### src/rtl/rvc_fpga_pkg.sv
// Shared board-level constants for the FPGA wrapper around rvc_top_5pl.
// The debounce window defaults to 10 ms at the 50 MHz board clock.
package rvc_fpga_pkg;

  localparam int CLK_FREQ_HZ             = 50_000_000;
  localparam int DEBOUNCE_MS             = 10;
  localparam int DEFAULT_DEBOUNCE_CYCLES = CLK_FREQ_HZ / 1000 * DEBOUNCE_MS;
  localparam int NUM_SW                  = 10;
  localparam int NUM_BTN                 = 2;

  // Counter width for a debounce window; never narrower than one bit.
  function automatic int cnt_width(input int cycles);
    return ($clog2(cycles) < 1) ? 1 : $clog2(cycles);
  endfunction

endpackage

### src/rtl/fpga_input_cond_debounce_bit.sv
// One input bit: 2-FF synchronizer, optional inversion, then a counter that
// requires DEBOUNCE_CYCLES consecutive differing samples before accepting a level.
module debounce_bit
  import rvc_fpga_pkg::*;
#(
  parameter int   DEBOUNCE_CYCLES = DEFAULT_DEBOUNCE_CYCLES,
  parameter logic RST_VAL         = 1'b0,
  parameter bit   INVERT          = 1'b0
) (
  input  logic Clock,
  input  logic Rst,
  input  logic raw,
  output logic level,
  output logic rise,
  output logic fall
);

  localparam int             CNT_W   = cnt_width(DEBOUNCE_CYCLES);
  localparam logic [CNT_W-1:0] CNT_MAX = CNT_W'(DEBOUNCE_CYCLES - 1);

  logic             s1_reg;
  logic             s2_reg;
  logic [CNT_W-1:0] cnt_reg;
  logic             st_reg;
  logic             rise_reg;
  logic             fall_reg;
  logic             sample;

  // Inversion happens after synchronization so the counter always sees active-high.
  assign sample = INVERT ? ~s2_reg : s2_reg;

  always_ff @(posedge Clock or posedge Rst) begin
    if (Rst) begin
      s1_reg   <= RST_VAL;
      s2_reg   <= RST_VAL;
      cnt_reg  <= '0;
      st_reg   <= 1'b0;
      rise_reg <= 1'b0;
      fall_reg <= 1'b0;
    end else begin
      s1_reg   <= raw;
      s2_reg   <= s1_reg;
      rise_reg <= 1'b0;
      fall_reg <= 1'b0;
      if (sample == st_reg) begin
        cnt_reg <= '0;
      end else if (cnt_reg == CNT_MAX) begin
        st_reg   <= sample;
        cnt_reg  <= '0;
        rise_reg <= sample;
        fall_reg <= ~sample;
      end else begin
        cnt_reg <= cnt_reg + CNT_W'(1);
      end
    end
  end

  assign level = st_reg;
  assign rise  = rise_reg;
  assign fall  = fall_reg;

endmodule

### src/rtl/fpga_input_cond.sv
// Conditions raw slide-switch and push-button pins into clean active-high
// levels plus one-cycle change/press/release pulses for the CR_MEM inputs.
module fpga_input_cond #(
  parameter int NUM_SW          = rvc_fpga_pkg::NUM_SW,
  parameter int NUM_BTN         = rvc_fpga_pkg::NUM_BTN,
  parameter int DEBOUNCE_CYCLES = rvc_fpga_pkg::DEFAULT_DEBOUNCE_CYCLES
) (
  input  logic               Clock,
  input  logic               Rst,
  input  logic [NUM_SW-1:0]  SW_raw,
  input  logic [NUM_BTN-1:0] BUTTON_raw,
  output logic [NUM_SW-1:0]  Switch,
  output logic [NUM_BTN-1:0] Button,
  output logic [NUM_SW-1:0]  Switch_change,
  output logic [NUM_BTN-1:0] Button_press,
  output logic [NUM_BTN-1:0] Button_release
);

  logic [NUM_SW-1:0] sw_rise;
  logic [NUM_SW-1:0] sw_fall;

  genvar gi;
  generate
    for (gi = 0; gi < NUM_SW; gi++) begin : g_sw
      debounce_bit #(
        .DEBOUNCE_CYCLES(DEBOUNCE_CYCLES),
        .RST_VAL        (1'b0),
        .INVERT         (1'b0)
      ) u_db (
        .Clock(Clock),
        .Rst  (Rst),
        .raw  (SW_raw[gi]),
        .level(Switch[gi]),
        .rise (sw_rise[gi]),
        .fall (sw_fall[gi])
      );
    end

    // Buttons idle high on the board; the synchronizer resets to "released".
    for (gi = 0; gi < NUM_BTN; gi++) begin : g_btn
      debounce_bit #(
        .DEBOUNCE_CYCLES(DEBOUNCE_CYCLES),
        .RST_VAL        (1'b1),
        .INVERT         (1'b1)
      ) u_db (
        .Clock(Clock),
        .Rst  (Rst),
        .raw  (BUTTON_raw[gi]),
        .level(Button[gi]),
        .rise (Button_press[gi]),
        .fall (Button_release[gi])
      );
    end
  endgenerate

  // Rise and fall are registered and mutually exclusive, so the OR stays glitch-free.
  assign Switch_change = sw_rise | sw_fall;

endmodule

### config.mk
export PLATFORM = sky130hd
export DESIGN_NAME = fpga_input_cond
export DESIGN_NICKNAME = d
export VERILOG_FILES = /design/src/rtl/rvc_fpga_pkg.sv /design/src/rtl/fpga_input_cond_debounce_bit.sv /design/src/rtl/fpga_input_cond.sv
export SDC_FILE = /design/constraint.sdc
export NUM_CORES = 1
export LEC_CHECK = 0
export ABC_AREA = 0
export CORE_MARGIN = 8
export CORE_UTILIZATION = 45
export DETAILED_ROUTE_END_ITERATION = 10
export SLEW_MARGIN = 40
export SYNTH_ARGS = -nofsm -noshare
export SYNTH_HDL_FRONTEND = slang
export SYNTH_SLANG_ARGS = --single-unit
### constraint.sdc
create_clock -name Clock -period 17.1 [get_ports Clock]
set_input_delay 3.42 -clock Clock [delete_from_list [all_inputs] [get_ports Clock]]
set_output_delay 3.42 -clock Clock [all_outputs]
set_load 0.03 [all_outputs]
==> results of run 1 <==
-- layer usage --
| metal | global-route usage, % | part of all wire, % | vias up |
|---|---|---|---|
| met5 | 0 | 0 | - |
| met4 | 4.119 | 2.0 | 0 |
| met3 | 2.759 | 3.4 | 39 |
| met2 | 23.44 | 46 | 95 |
| met1 | 19.05 | 49 | 4637 |
| li1 | - | - | 4766 |
-- cell families after synthesis --
family	after synthesis	synth area share [%]
and+or+nand+nor	664	25.84
DFF	288	53.60
xor gates and xnor gates	168	10.94
AOI/OAI and AO/OA	111	4.966
buffers and inverters	79	2.678
adders and majority gates	12	1.116
muxes	10	0.8648
-- layout make-up --
| type | instances | area, um2 | area share (%) |
|---|---|---|---|
| flip-flops and latches | 288 | 7212 | 46.48 |
| multi-input cells | 965 | 5953 | 38.37 |
| clock buffers | 49 | 1071 | 6.903 |
| well taps | 390 | 488.0 | 3.145 |
| repair buffers | 44 | 460.4 | 2.968 |
| inverters | 46 | 185.2 | 1.194 |
| clock inverters | 9 | 145.1 | 0.9355 |
-- critical path, delay by kind of cell (launching register included) --
kind                   cells  cell delay [ps]
and+or+nand+nor            1              280
DFF                        1              350
buffers and inverters      1              630
-- metrics by stage --
stage / std cells / hold slack (ps)
global route: 1791 / 350.6
finish: 1791 / 346.4
detailed placement: 1733 / 334.7
floorplan: 1332 / 331.2
global placement: 1732 / 332.5
CTS: 1791 / 346.9
-- layout by cell type (no fill, tap or decap), types with 5 or more instances in the layout --
master / instances
sky130_fd_sc_hd__clkdlybuf4s50_1: 39
sky130_fd_sc_hd__mux2_2: 9
sky130_fd_sc_hd__dfrtp_1: 284
sky130_fd_sc_hd__or4_1: 25
sky130_fd_sc_hd__o21ai_0: 26
sky130_fd_sc_hd__ha_1: 12
sky130_fd_sc_hd__clkbuf_16: 37
sky130_fd_sc_hd__or2_2: 22
sky130_fd_sc_hd__xnor2_1: 133
sky130_fd_sc_hd__and2_1: 12
sky130_fd_sc_hd__nor2_1: 198
sky130_fd_sc_hd__a31o_2: 5
sky130_fd_sc_hd__nand2_1: 69
sky130_fd_sc_hd__clkinv_2: 5
sky130_fd_sc_hd__clkbuf_8: 10
sky130_fd_sc_hd__nand4_1: 60
sky130_fd_sc_hd__nand3b_1: 6
sky130_fd_sc_hd__nor4_1: 45
sky130_fd_sc_hd__nand3_1: 79
sky130_fd_sc_hd__xor2_1: 35
sky130_fd_sc_hd__nor3_1: 46
sky130_fd_sc_hd__nor4bb_1: 6
sky130_fd_sc_hd__a21oi_1: 48
sky130_fd_sc_hd__and3_1: 17
sky130_fd_sc_hd__nor3b_1: 24
sky130_fd_sc_hd__inv_1: 45
sky130_fd_sc_hd__o21ai_2: 5
sky130_fd_sc_hd__o31ai_1: 12
sky130_fd_sc_hd__or3_1: 36
-- power groups by stage --
stage               clock [mW]  combinational (mW)  sequential (mW)
CTS                      0.791              0.0434            0.702
global route             0.819              0.0484            0.703
floorplan                    0              0.0285            0.712
global placement             0              0.0413            0.714
detailed placement           0              0.0433            0.714
finish                   0.765              0.0412            0.702
-- how the worst max path moves through the flow --
| stage | from | end | slack [ps] |
|---|---|---|---|
| 2_1_floorplan | Rst | g_btn[0].u_db.cnt_reg[0] | 5740 |
| 3_3_place_gp | Rst | g_sw[1].u_db.cnt_reg[0] | 11620 |
| 3_5_place_dp | Rst | g_btn[0].u_db.s1_reg | 11590 |
| 4_1_cts | g_sw[6].u_db.fall | Switch_change[6] | 11880 |
| 5_1_grt | g_sw[6].u_db.fall | Switch_change[6] | 11860 |
| 6_report | g_sw[6].u_db.fall | Switch_change[6] | 11920 |
==> impl_metrics.py, run 1 <==
metrics = {
    "power": {
        "switching_share_pct": 20.58,
        "power_frac_clock_pct": 50.7,
        "report.power.total_mw": 1.508,
        "power_density_nw_per_um2": 97.21,
        "comb_power_share_pct": 2.7,
        "worst_vdd_ir_uv": 69.36,
        "total_leakage_power_nw": 6.020,
        "total_switching_power_mw": 0.3104,
        "intPower_mw": 1.198,
        "p_seq_share_pct": 46.6,
    },
    "synthesis": {
        "yosys.area.top_type_share_pct": 52.82,
        "dominant_cell_type_by_area_after_synthesis": "sky130_fd_sc_hd__dfrtp_1",
        "synth.most_common_cell": "sky130_fd_sc_hd__dfrtp_1",
        "synth_seq_area_share_pct": 53.60,
        "synth_enable_flop_cells": 0,
        "synth.ff_latch_count": 288,
        "syn_nets": 1358,
        "post_synthesis_cell_count": 1332,
        "synth_flop_cell": "sky130_fd_sc_hd__dfrtp_1",
        "netlist_top_cells_count": "sky130_fd_sc_hd__dfrtp_1, sky130_fd_sc_hd__nor2_1, sky130_fd_sc_hd__xnor2_1",
        "synth_warnings": 0,
        "ys_top_cells_by_area": "sky130_fd_sc_hd__dfrtp_1, sky130_fd_sc_hd__xnor2_1, sky130_fd_sc_hd__nor2_1",
        "ys_async_sr_fraction_pct": 100.0,
        "mappedNetlistArea_um2": 13460,
        "synthDistinctLibCells": 45,
        "synthesis.area_per_instance_um2": 10.10,
    },
    "worst_setup_path": {
        "critPathRequiredTime_ps": 13680,
        "crit_fanout": 1,
        "crit_type": "flip-flop to output port",
        "crit_path_cell_trace": "or2_2, clkdlybuf4s50_1",
        "cp_slowest_cell": "sky130_fd_sc_hd__clkdlybuf4s50_1",
        "timing.critical_path.arrival_ps": 1760,
        "cp-end-kind": "output port",
        "depth_of_the_most_critical_reg_to_reg_path": 4,
        "rr_endpoint": "g_sw[4].u_db.fall",
        "timing.rr.start": "g_sw[4].u_db.cnt_reg[0]",
        "r2r_slack_ps": 14760,
        "delay_contributed_by_the_slowest_stage_of_the_critical_path_ps": 630,
        "critPathLaunchType": "flip-flop",
    },
    "placement": {
        "dpl.hpwl_um": 16540,
        "place_worst_setup_slack_ps": 11590,
        "dpl-instance-area_um2": 14290,
        "globalplace.congestion": 0.8077,
        "i_o_buffers": 39,
    },
    "die": {
        "num_rows": 63,
        "design.die.area_um2": 35690,
        "io_pins": 40,
        "die_h_um": 188.9,
        "fp.dieW_um": 188.9,
        "core_um2": 29560,
        "floorplan.initialDensity_pct": 45.52,
    },
    "cells_and_area": {
        "drive_gt1_share_pct": 8.851,
        "largest_register_ffs": 190,
        "syn_to_final_growth_pct": 15.31,
        "finish.net_count": 1405,
        "insertedDiodeCount": 0,
        "fillers": 2644,
        "finalCoreUtilization_pct": 52.49,
        "final_design_area_no_fill_um2": 15510,
    },
    "sta": {
        "final.setup.tns_ps": 0,
        "drv_slew": 0,
        "setup_viol": 0,
        "timing.slew.headroom_pct": 51.07,
        "maxClockFrequency_mhz": 193.0,
        "fin_worst_skew_ps": 12.19,
        "period_minus_slack_ps": 5182,
        "worst-slew-pin-transition_ps": 733.8,
        "timing.final.ws_setup_ps": 11920,
        "final_hold_violation_count": 0,
        "share_of_the_clock_period_used_by_the_worst_path_after_layout_pct": 30.30,
        "rsz_0062_raised_after_global_routing": "no",
    },
    "worst_hold_path": {
        "source_of_the_worst_hold_timing_path": "g_sw[6].u_db.s1_reg",
        "worst_hold_path_type": "flip-flop to flip-flop",
        "whs_endpoint": "g_sw[6].u_db.s2_reg",
        "worstHoldPathCells": 0,
    },
    "job": {
        "max_cap_viol_count": 0,
    },
    "clock_network": {
        "cts_inserted_buffers": 34,
        "clk_pin_slew_worst_paths_ps": 50,
        "post_cts_resize_count": 0,
        "max-clock-path-buffers": 3,
        "cts_num_sinks": 288,
        "cts_post_setup_buffers_inserted": 0,
        "clock_tree_from_tritoncts": "built",
        "clk-insertion-delay-late_ps": 510,
        "clock-root-buffer": "sky130_fd_sc_hd__clkbuf_16",
        "cts_hold_repair.buffers": 0,
        "cts.htree.levels": 2,
    },
    "detailed_routing": {
        "route.detailed.vias_per_inst": 5.325,
        "drtIter0Drc": 574,
        "dr_total_vias": 9537,
        "avgRoutedWirePerCell_um": 13.98,
        "remaining_drc_errors": 0,
        "firstDrtPassIters": 7,
        "final_antenna_net_count": 0,
        "detail_route.wirelength_um": 25040,
    },
    "global_route": {
        "grt_first_pass_wirelength_um": 44350,
        "global_route.usage.total_pct": 14.29,
        "grt_max_degree": 120,
        "grt_antenna_before_repair": 0,
        "grt.overflow.total": 0,
        "via_count_of_the_first_global_routing_pass": 9498,
    },
    "outcome": {
        "outcome": "completed",
    },
}
No activity file was read; power rests on OpenSTA's default activity.
==> run 2, diff against run 1 <==
==> constraint.sdc (replaced) <==
create_clock -name Clock -period 4.8 [get_ports Clock]
set_input_delay 0.96 -clock Clock [delete_from_list [all_inputs] [get_ports Clock]]
set_output_delay 0.96 -clock Clock [all_outputs]
set_load 0.03 [all_outputs]
==> run 2 against run 1 <==
Effect of this change: critical path depth did not move; worst hold slack worse by 6.7 ps; sequential power rose to 3.6 times the previous value; highest routed layer unchanged; global-route usage fell by 0.17 points; critical endpoint is now Switch_change[4]; critical path type unchanged; routed wire length increased by 0.15%.
==> impl_metrics.py, run 2 (same netlist as run 1, synthesis figures left out) <==
metrics = {
    "placement": {
        "dpl-instance-area_um2": 14300,
        "i_o_buffers": 39,
        "globalplace.congestion": 0.7968,
        "dpl.hpwl_um": 16570,
    },
    "detailed_routing": {
        "detail_route.wirelength_um": 25080,
        "remaining_drc_errors": 0,
        "route.detailed.vias_per_inst": 5.313,
        "drtIter0Drc": 598,
        "firstDrtPassIters": 5,
        "final_antenna_net_count": 0,
        "avgRoutedWirePerCell_um": 13.99,
        "dr_total_vias": 9526,
    },
    "worst_setup_path": {
        "timing.critical_path.arrival_ps": 1800,
        "timing.rr.start": "g_sw[0].u_db.cnt_reg[11]",
        "crit_fanout": 1,
        "cp-end-kind": "output port",
        "r2r_slack_ps": 2450,
        "rr_endpoint": "g_sw[0].u_db.cnt_reg[11]",
        "crit_type": "flip-flop to output port",
        "depth_of_the_most_critical_reg_to_reg_path": 4,
        "critPathLaunchType": "flip-flop",
        "crit_path_cell_trace": "or2_2, clkdlybuf4s50_1",
        "delay_contributed_by_the_slowest_stage_of_the_critical_path_ps": 600,
        "cp_slowest_cell": "sky130_fd_sc_hd__clkdlybuf4s50_1",
        "critPathRequiredTime_ps": 3840,
    },
    "clock_network": {
        "post_cts_resize_count": 0,
        "cts_post_setup_buffers_inserted": 0,
        "clk_pin_slew_worst_paths_ps": 60,
        "clk-insertion-delay-late_ps": 560,
        "clock-root-buffer": "sky130_fd_sc_hd__clkbuf_16",
        "cts_hold_repair.buffers": 0,
        "cts_inserted_buffers": 31,
        "max-clock-path-buffers": 3,
        "cts_num_sinks": 288,
        "cts.htree.levels": 1,
        "clock_tree_from_tritoncts": "built",
    },
    "cells_and_area": {
        "finish.net_count": 1406,
        "layout.cells.most_common": "sky130_fd_sc_hd__dfrtp_1",
        "layout_common_cells": "sky130_fd_sc_hd__dfrtp_1, sky130_fd_sc_hd__nor2_1, sky130_fd_sc_hd__xnor2_1, sky130_fd_sc_hd__nand3_1, sky130_fd_sc_hd__nand2_1",
        "final_design_area_no_fill_um2": 15290,
        "syn_to_final_growth_pct": 13.61,
        "insertedDiodeCount": 0,
        "drive_gt1_share_pct": 8.197,
        "fillers": 2707,
        "largest_register_ffs": 190,
    },
    "die": {
        "fp.dieW_um": 188.9,
        "num_rows": 63,
        "io_pins": 40,
        "floorplan.initialDensity_pct": 45.52,
        "die_h_um": 188.9,
        "design.die.area_um2": 35690,
        "core_um2": 29560,
    },
    "sta": {
        "final.setup.tns_ps": 0,
        "setup_viol": 0,
        "drv_slew": 0,
        "share_of_the_clock_period_used_by_the_worst_path_after_layout_pct": 57.49,
        "worst-slew-pin-transition_ps": 745.2,
        "final_hold_violation_count": 0,
        "period_minus_slack_ps": 2760,
        "fin_worst_skew_ps": 23.31,
        "rsz_0062_raised_after_global_routing": "no",
        "maxClockFrequency_mhz": 362.4,
        "timing.slew.headroom_pct": 50.32,
    },
    "job": {
        "max_cap_viol_count": 0,
    },
    "global_route": {
        "global_route.usage.total_pct": 14.12,
        "grt_antenna_before_repair": 0,
        "grt_max_degree": 134,
        "grt_first_pass_wirelength_um": 44310,
        "grt.overflow.total": 0,
        "via_count_of_the_first_global_routing_pass": 9464,
    },
    "worst_hold_path": {
        "worst_hold_path_type": "flip-flop to flip-flop",
        "whs_endpoint": "g_sw[6].u_db.s2_reg",
        "worstHoldPathCells": 0,
        "source_of_the_worst_hold_timing_path": "g_sw[6].u_db.s1_reg",
    },
    "outcome": {
        "outcome": "completed",
    },
    "power": {
        "power_density_nw_per_um2": 323.1,
        "total_leakage_power_nw": 5.907,
        "worst_vdd_ir_uv": 273.7,
    },
}
run 2: layer usage:
layer	GRT usage [%]	routed length, um	part of all wire, %
met4	3.548	555	2.2
met1	19.16	12320	49
met3	2.318	706	2.8
met2	23.31	11500	46
met5	0	0	0
run 2: stage by stage:
stage / instances / hold slack (ps) / power [mW] / setup WS (ps) / utilization [%]
after floorplan: 1332 / 331.2 / 2.638 / 24.06 / -
after global placement: 1737 / 334.2 / 2.693 / 2349 / 48.23
after detailed placement: 1737 / 335.6 / 2.698 / 2434 / 48.36
after CTS: 1793 / 335.2 / 5.038 / 1988 / 51.72
after global routing: 1793 / 349.3 / 5.159 / 1969 / 51.72
final: 1793 / 339.7 / 4.939 / 2040 / 51.72
run 2: cell type report:
class	instances	area, um2	share of cell area [%]
inverters	46	176.4	1.154
well taps	390	488.0	3.192
multi-input cells	965	5937	38.84
clock inverters	8	71.32	0.4665
flip-flops and latches	288	7212	47.18
repair buffers	48	483.0	3.159
clock buffers	48	919.6	6.016
run 2: how the worst max path moves through the flow:
| stage | from | endpoint | slack (ps) | cells after the start |
|---|---|---|---|---|
| finish | g_sw[4].u_db.fall | Switch_change[4] | 2040 | 2 |
| global route | g_sw[5].u_db.fall | Switch_change[5] | 1970 | 2 |
| CTS | g_sw[4].u_db.fall | Switch_change[4] | 1990 | 2 |
| detailed placement | g_sw[0].u_db.cnt_reg[11] | g_sw[0].u_db.cnt_reg[11] | 2430 | 4 |
| global placement | g_btn[1].u_db.cnt_reg[0] | g_btn[1].u_db.cnt_reg[5] | 2350 | 5 |
| floorplan | Rst | g_btn[0].u_db.cnt_reg[0] | 20 | 1 |
run 2: critical path: cells and delay by family (launching register included):
family                 cells  cell delay [ps]
buffers and inverters      1              600
and+or+nand+nor            1              290
DFF                        1              350
run 2: report_power, final:
group | switching (mW) | leakage (nW) | internal (mW)
combinational | 0.100 | 1.48 | 0.0471
clock | 0.932 | 0.489 | 1.36
sequential | 0.0355 | 3.93 | 2.46
==> run 3, diff against run 2 <==
==> constraint.sdc (replaced) <==
create_clock -name Clock -period 2.7 [get_ports Clock]
set_input_delay 0.54 -clock Clock [delete_from_list [all_inputs] [get_ports Clock]]
set_output_delay 0.54 -clock Clock [all_outputs]
set_load 0.03 [all_outputs]
==> run 3 against run 2 <==
Effect of this change: via count increased by 1.2%; utilization is 1.2 points higher; clock skew is 9.2 ps lower; cell count grew 1.5%; non-clock buffer count grew 22; routed wire length decreased by 0.81%; largest power group is now the clock network; global-route usage rose by 0.15 points; critical path depth stayed put; final area is 2.2% higher; power up 91%.
==> impl_metrics.py, run 3 (same netlist as run 1, synthesis figures left out) <==
metrics = {
    "die": {
        "num_rows": 63,
        "io_pins": 40,
        "core_um2": 29560,
        "floorplan.initialDensity_pct": 45.52,
        "die_h_um": 188.9,
        "fp.dieW_um": 188.9,
        "design.die.area_um2": 35690,
    },
    "worst_setup_path": {
        "worst_setup_path_endpoint": "Switch_change[1]",
        "critPathLaunchType": "flip-flop",
        "delay_contributed_by_the_slowest_stage_of_the_critical_path_ps": 610,
        "rr_endpoint": "g_sw[0].u_db.level",
        "cp_slowest_cell": "sky130_fd_sc_hd__clkdlybuf4s50_1",
        "timing.critical_path.from": "g_sw[1].u_db.fall",
        "timing.rr.start": "g_sw[0].u_db.cnt_reg[14]",
        "crit_path_cell_trace": "or2_2, clkdlybuf4s50_1",
        "crit_type": "flip-flop to output port",
        "depth_of_the_most_critical_reg_to_reg_path": 4,
        "critPathTopFamily": "buffers and inverters",
        "cp.depth": 2,
        "critPathRequiredTime_ps": 2160,
        "cp-end-kind": "output port",
        "path_buf_inv": 1,
        "crit_fanout": 1,
        "r2r_slack_ps": 520,
        "timing.critical_path.arrival_ps": 1790,
    },
    "global_route": {
        "global_route.usage.total_pct": 14.26,
        "grt_first_pass_wirelength_um": 44520,
        "via_count_of_the_first_global_routing_pass": 9572,
        "grt.overflow.total": 0,
        "grt_max_degree": 102,
        "grt_antenna_before_repair": 0,
    },
    "sta": {
        "rsz_0062_raised_after_global_routing": "no",
        "final_hold_violation_count": 0,
        "worst-slew-pin-transition_ps": 653.6,
        "timing.slew.headroom_pct": 56.03,
        "maxClockFrequency_mhz": 429.7,
        "period_minus_slack_ps": 2327,
        "fin_hold_ws_ps": 331.5,
        "final.setup.tns_ps": 0,
        "setup_viol": 0,
        "share_of_the_clock_period_used_by_the_worst_path_after_layout_pct": 86.20,
        "drv_slew": 0,
        "fin_worst_skew_ps": 14.15,
    },
    "detailed_routing": {
        "avgRoutedWirePerCell_um": 13.67,
        "dr_total_vias": 9639,
        "firstDrtPassIters": 5,
        "drtIter0Drc": 469,
        "remaining_drc_errors": 0,
        "detail_route.wirelength_um": 24870,
        "wl_met1_um": 12130,
        "top_layer": "met4",
        "dr_wl_met3_um": 838,
        "route.met2.wl_um": 11420,
        "route.detailed.vias_per_inst": 5.299,
        "final_antenna_net_count": 0,
    },
    "placement": {
        "globalplace.congestion": 0.8128,
        "dpl.cell_count": 1759,
        "dpl.hpwl_um": 16890,
        "i_o_buffers": 39,
        "dpl-instance-area_um2": 14460,
    },
    "clock_network": {
        "cts_num_sinks": 288,
        "cts_hold_repair.buffers": 0,
        "post_cts_resize_count": 0,
        "cts_inserted_buffers": 34,
        "clk-insertion-delay-late_ps": 500,
        "clock-root-buffer": "sky130_fd_sc_hd__clkbuf_16",
        "max-clock-path-buffers": 3,
        "clock_tree_from_tritoncts": "built",
        "cts.htree.levels": 2,
        "cts_post_setup_buffers_inserted": 0,
        "clk_pin_slew_worst_paths_ps": 60,
    },
    "power": {
        "power_density_nw_per_um2": 602.4,
        "total_leakage_power_nw": 6.101,
        "worst_vdd_ir_uv": 425.1,
    },
    "cells_and_area": {
        "largest_register_ffs": 190,
        "final_cell_count_no_fill": 1819,
        "finish.net_count": 1431,
        "drive_gt1_share_pct": 10.01,
        "syn_to_final_growth_pct": 16.16,
        "layout_common_cells": "sky130_fd_sc_hd__dfrtp_1, sky130_fd_sc_hd__nor2_1, sky130_fd_sc_hd__xnor2_1, sky130_fd_sc_hd__nand3_1, sky130_fd_sc_hd__nand2_1",
        "layout.cells.most_common": "sky130_fd_sc_hd__dfrtp_1",
        "final_design_area_no_fill_um2": 15630,
        "insertedDiodeCount": 0,
    },
    "worst_hold_path": {
        "worst_hold_path_type": "input port to async pin",
    },
    "job": {
        "max_cap_viol_count": 0,
    },
    "outcome": {
        "outcome": "completed",
    },
}
## run 3: area by class of cell
type	instances	area [um2]
clock buffer	48	994.7
clock inverter	12	175.2
fill	2690	13930
inverter	46	176.4
multi-input combinational	965	5898
sequential	288	7212
tap	390	488.0
timing repair buffer	70	685.7
## run 3: power breakdown
group          internal, mW  total [mW]  switching [mW]
clock                  2.96        4.69            1.73
sequential             4.38        4.45          0.0627
combinational         0.103       0.284           0.180
total                  7.44        9.42            1.97
## run 3: worst min-delay path by stage
stage                         from                  end  cells after the start
3_3_place_gp   g_sw[3].u_db.s1_reg  g_sw[3].u_db.s2_reg                      0
6_report                       Rst  g_sw[3].u_db.s2_reg                      2
3_5_place_dp   g_sw[3].u_db.s1_reg  g_sw[3].u_db.s2_reg                      0
2_1_floorplan  g_sw[0].u_db.s1_reg  g_sw[0].u_db.s2_reg                      0
5_1_grt                        Rst   g_sw[3].u_db.level                      2
4_1_cts                        Rst   g_sw[3].u_db.level                      2
## run 3: through the flow
stage,setup WS [ps],power (mW),util (%)
6_report,372.7,9.415,52.88
5_1_grt,325.7,9.810,52.88
4_1_cts,343.4,9.600,52.88
3_5_place_dp,536.9,4.816,48.92
3_3_place_gp,555.1,4.813,48.92
2_1_floorplan,-1656,4.690,-
## run 3: routing by layer
layer  vias up  global-route usage (%)
met2       103                   23.01
met3        43                   2.686
met1      4674                   19.31
li1       4819                       -
met4         0                   4.330
met5         -                       0
## run 3: worst register-to-register path, delay by kind of cell (launching register included)
kind / cells / cell delay (ps)
and+or+nand+nor: 3 / 1360
DFF: 1 / 410
muxes: 1 / 290
